$ cat src/rtl/medidor_largura_pulso.sv
// Pulse-width meter: measures the high time of an asynchronous input in Clk cycles
// and reports one result per pulse with a single-cycle strobe.
module medidor_largura_pulso #(
  parameter int unsigned WIDTH       = 28,
  parameter int unsigned SYNC_STAGES = 2
) (
  input  logic             Clk,
  input  logic             Reset,
  input  logic             Entrada,
  output logic [WIDTH-1:0] Largura,
  output logic             Valido,
  output logic             Saturado,
  output logic             Ocupado
);

  localparam logic [WIDTH-1:0] CNT_MAX = '1;

  typedef enum logic [1:0] {
    ARMANDO = 2'd0,
    OCIOSO  = 2'd1,
    MEDINDO = 2'd2
  } estado_t;

  estado_t                r_estado;
  estado_t                w_estado_prox;
  logic [SYNC_STAGES-1:0] r_sync;
  logic [SYNC_STAGES-1:0] r_cheio;
  logic [WIDTH-1:0]       r_cnt;
  logic [WIDTH-1:0]       w_cnt_prox;
  logic [WIDTH-1:0]       r_largura;
  logic [WIDTH-1:0]       w_largura_prox;
  logic                   r_valido;
  logic                   w_valido_prox;
  logic                   r_saturado;
  logic                   w_saturado_prox;
  logic                   r_ocupado;
  logic                   w_s;
  logic                   w_pronto;

  // r_cheio marks when the cleared synchronizer holds real samples again, so the
  // zeros left by reset are not mistaken for a low input while arming.
  assign w_s      = r_sync[SYNC_STAGES-1];
  assign w_pronto = r_cheio[SYNC_STAGES-1];

  always_ff @(posedge Clk) begin
    if (Reset) begin
      r_sync  <= '0;
      r_cheio <= '0;
    end else begin
      r_sync  <= {r_sync[SYNC_STAGES-2:0], Entrada};
      r_cheio <= {r_cheio[SYNC_STAGES-2:0], 1'b1};
    end
  end

  always_ff @(posedge Clk) begin
    if (Reset) begin
      r_estado   <= ARMANDO;
      r_cnt      <= '0;
      r_largura  <= '0;
      r_valido   <= 1'b0;
      r_saturado <= 1'b0;
      r_ocupado  <= 1'b0;
    end else begin
      r_estado   <= w_estado_prox;
      r_cnt      <= w_cnt_prox;
      r_largura  <= w_largura_prox;
      r_valido   <= w_valido_prox;
      r_saturado <= w_saturado_prox;
      r_ocupado  <= (w_estado_prox == MEDINDO);
    end
  end

  // Next-state and result logic; the count saturates instead of wrapping.
  always_comb begin
    w_estado_prox   = r_estado;
    w_cnt_prox      = r_cnt;
    w_largura_prox  = r_largura;
    w_saturado_prox = r_saturado;
    w_valido_prox   = 1'b0;
    case (r_estado)
      ARMANDO: begin
        if (w_pronto && !w_s) w_estado_prox = OCIOSO;
      end
      OCIOSO: begin
        if (w_s) begin
          w_estado_prox = MEDINDO;
          w_cnt_prox    = WIDTH'(1);
        end
      end
      MEDINDO: begin
        if (w_s) begin
          if (r_cnt != CNT_MAX) w_cnt_prox = r_cnt + WIDTH'(1);
        end else begin
          w_largura_prox  = r_cnt;
          w_saturado_prox = (r_cnt == CNT_MAX);
          w_valido_prox   = 1'b1;
          w_estado_prox   = OCIOSO;
        end
      end
      default: w_estado_prox = ARMANDO;
    endcase
  end

  assign Largura  = r_largura;
  assign Valido   = r_valido;
  assign Saturado = r_saturado;
  assign Ocupado  = r_ocupado;

endmodule

$ cat config.mk
export PLATFORM = sky130hd
export DESIGN_NAME = medidor_largura_pulso
export DESIGN_NICKNAME = d
export VERILOG_FILES = /design/src/rtl/medidor_largura_pulso.sv
export SDC_FILE = /design/constraint.sdc
export NUM_CORES = 1
export LEC_CHECK = 0
export ABC_CLOCK_PERIOD_IN_PS = 2029
export BUFFER_PORTS_ARGS = -buffer_cell sky130_fd_sc_hd__buf_2
export CAP_MARGIN = 20
export CORE_MARGIN = 3
export CORE_UTILIZATION = 52
export DETAILED_ROUTE_END_ITERATION = 10
export PLACE_DENSITY_LB_ADDON = 0.25
export SETUP_SLACK_MARGIN = 0.15
export SKIP_CTS_REPAIR_TIMING = 1
export SYNTH_ARGS = -nofsm -noshare
export SYNTH_HDL_FRONTEND = slang
export SYNTH_SLANG_ARGS = --single-unit
$ cat constraint.sdc
create_clock -name Clk -period 2.03 [get_ports Clk]
set_clock_uncertainty 0.05 [all_clocks]
set_input_delay 0.203 -clock Clk [delete_from_list [all_inputs] [get_ports Clk]]
set_output_delay 0.203 -clock Clk [all_outputs]
set_load 0.03 [all_outputs]
==> impl_metrics.tcl <==
set metrics [dict create \
    status "complete, no violations" \
    wl_per_cell_um 15.2 \
    synth_flop_cell "dfxtp_1" \
    min_period_ns 1.88 \
    leakagePower_nw 1.42 \
    worstSkewPairLatency_ns 0.34 \
    die_w_um 80.8 \
    drv_slew 0 \
    die_area_sq_um 6530 \
    hold_violations 0 \
    ioPinCount 34 \
    syn-instance-count 347 \
    tightest_slew_ns 0.407 \
    coreArea_sq_um 5270 \
    ys_seq_area_frac 0.447 \
    avgSynthCellArea_sq_um 8.38 \
    ys_ff_latch 65 \
    path_cells "nand4_1 -> nor4_4 -> buf_4 -> nand3_2 -> and3_4 -> a221o_1" \
    syn-cell-area_sq_um 2910 \
    root_buffer "clkbuf_8" \
    synth_compound_area_frac 0.207 \
    fin_cells 483 \
    synth.area.mux_share 0.0103 \
    r2r_start "r_cnt[6]" \
    fill_cells 429 \
    crit_buf_inv 1 \
    cts_tree "built" \
    relSlewSlack 0.729 \
    hp-start "Entrada" \
    synth_xor_xnor_area_share 0.00301 \
    cts_inserted_buffers 9 \
    synth_top_family_by_area "simple AND/OR/NAND/NOR gates" \
    overflow 0 \
    power_switching_mw 0.523 \
    num_antenna_cells 0 \
    ant_nets 0 \
    drtPass1Iterations 5 \
    grt_pass1_vias 2486 \
    die_y_um 80.8 \
    layout.nets 413 \
    irDropWorstVdd_uv 490 \
    crit_slowest_cell "nor4_4" \
    fin_setup_tns_ns 0 \
    antenna_found_initial 0 \
    dp_hpwl_um 4880 \
    switching_share 0.214 \
    min_path_type "in -> reg" \
    drv_cap 0 \
    grt_pass1_wl_um 11800 \
    syn-num-nets 351 \
    ys_warn_count 0 \
    drc 0 \
    period_share 0.925 \
    htree_levels 3 \
    vias 2815 \
    start_util 0.552 \
    track_usage 0.238 \
    synthArstFlopShare 0 \
    port-buffer-count 33 \
    synth_fa_ha_area_frac 0.00430 \
    crit_path_start "r_cnt[6]" \
    placementRows 26 \
    gp_congestion 0.896 \
    rsz0062_at_grt "yes" \
    critPathTopFamily "simple AND/OR/NAND/NOR gates" \
    worst_path_largest_cell_delay_ns 0.42 \
    cp_max_fo 7 \
    drt-vias-per-instance 5.83 \
    cts_buffer_depth 2 \
    syn_to_final_growth_pct 24.3 \
    pwr-share-clk 0.451 \
    synth_edf_count 0 \
    cp.arrival_ns 2.06 \
    finalSetupViolCount 0 \
    synth.distinct_cells 55 \
    synthSimpleGateAreaFrac 0.274 \
    grt_max_degree 39 \
    critPathLaunchType "flop" \
    p_comb_frac 0.025 \
    p_int_mw 1.92 \
    power.density_nw_per_um2 675 \
    dp.cells 461 \
    crit_type "reg -> reg" \
    cp_data_required_time_ns 2.22 \
    fmax_mhz 533 \
    p_seq_frac 0.524 \
    cts_sinks 65 \
    end_kind "flop" \
    first_iter_violations 242 \
    totalWireLength_um 7320 \
    clkSlewWorstSetupHoldPaths_ns 0.07 \
    drive_gt1_frac 0.288 \
]
-- final cells by class --
class | instances | area, sq um | share of cell area
clock inverter | 3 | 40.0 | 0.0111
timing repair buffer | 73 | 482 | 0.133
multi-input combinational | 256 | 1510 | 0.419
tap | 70 | 87.6 | 0.0242
inverter | 4 | 15.0 | 0.00415
clock buffer | 12 | 155 | 0.0429
sequential | 65 | 1320 | 0.366
-- state kept, by name (all words and copies together) (netlist names) --
| name | cells |
|---|---|
| r_estado | 2 |
| r_sync | 2 |
| Largura | 28 |
| Ocupado | 1 |
| Saturado | 1 |
| Valido | 1 |
| r_cnt | 28 |
| r_cheio | 2 |
-- through the flow --
step           setup slack, ns  total power [mW]  hold WS, ns  utilization  cell area (sq um)
6_report                 0.153              2.44       0.0186        0.686               3620
5_1_grt                 0.0965              2.52       0.0414        0.686               3620
4_1_cts                 0.0123              2.46       0.0108        0.662               3490
3_5_place_dp            0.0486              1.37        0.375        0.625               3290
3_3_place_gp            0.0931              1.37        0.375        0.625               3290
2_1_floorplan            0.163              1.36        0.281            -               2930
-- cells by family after synthesis --
| family | after synthesis |
|---|---|
| compound gates | 95 |
| simple gates | 156 |
| mux | 3 |
| buf+inv | 26 |
| fa+ha+maj | 1 |
| xor+xnor | 1 |
| flops | 65 |
-- routing by layer --
metal	track usage	wire [um]
met1	0.307	3270
met2	0.375	3350
met3	0.0510	472
met4	0.125	227
met5	0	0
-- cell usage in the layout, fill, tap and decap left out, drive strengths merged, types with 5 or more instances in the layout --
master / instances
nand3: 16
dfxtp: 65
nor2b: 7
o21ai: 12
a31oi: 14
buf: 73
a21oi: 43
clkbuf: 12
nor2: 11
and3: 5
nand2: 82
nand4: 11
-- worst paths after layout --
check	endpoint	slack [ns]	cells after the start
min	r_sync[0]	0.02	2
min reg2reg	r_cheio[1]	0.40	1
max reg2reg	r_cnt[24]	0.15	6
max	r_cnt[24]	0.15	6
-- power groups by stage --
stage	clock network (mW)	logic, mW	registers (mW)
2_1_floorplan	0	0.0410	1.31
6_report	1.10	0.0604	1.28
4_1_cts	1.12	0.0577	1.29
5_1_grt	1.17	0.0658	1.28
3_5_place_dp	0	0.0574	1.31
3_3_place_gp	0	0.0574	1.31
-- synth_stat cells, types with 2 or more instances --
master,n,area [sq um]
inv_1,4,15.0
nand4_1,10,62.6
nor3_1,2,10.0
nor4_1,2,12.5
a22o_1,2,17.5
buf_6,4,45.0
nand2b_1,4,25.0
buf_2,2,10.0
and2_1,2,12.5
a31oi_1,14,87.6
o31a_1,3,26.3
nor2b_1,7,43.8
and4_2,2,20.0
nand2_1,81,304
mux2i_1,3,30.0
o21ai_1,4,20.0
and3_1,5,31.3
a41oi_1,4,35.0
nor3_2,2,20.0
o21ai_0,8,40.0
a22oi_1,4,30.0
nor2_1,11,41.3
nor4_4,2,42.5
nand3_2,2,20.0
a21oi_1,42,210
or4_1,3,22.5
a21boi_1,2,15.0
clkbuf_1,11,41.3
dfxtp_1,65,1300
nand3_1,14,70.1
or3_1,2,12.5
Note: power is estimated with default switching activity, not from simulation.
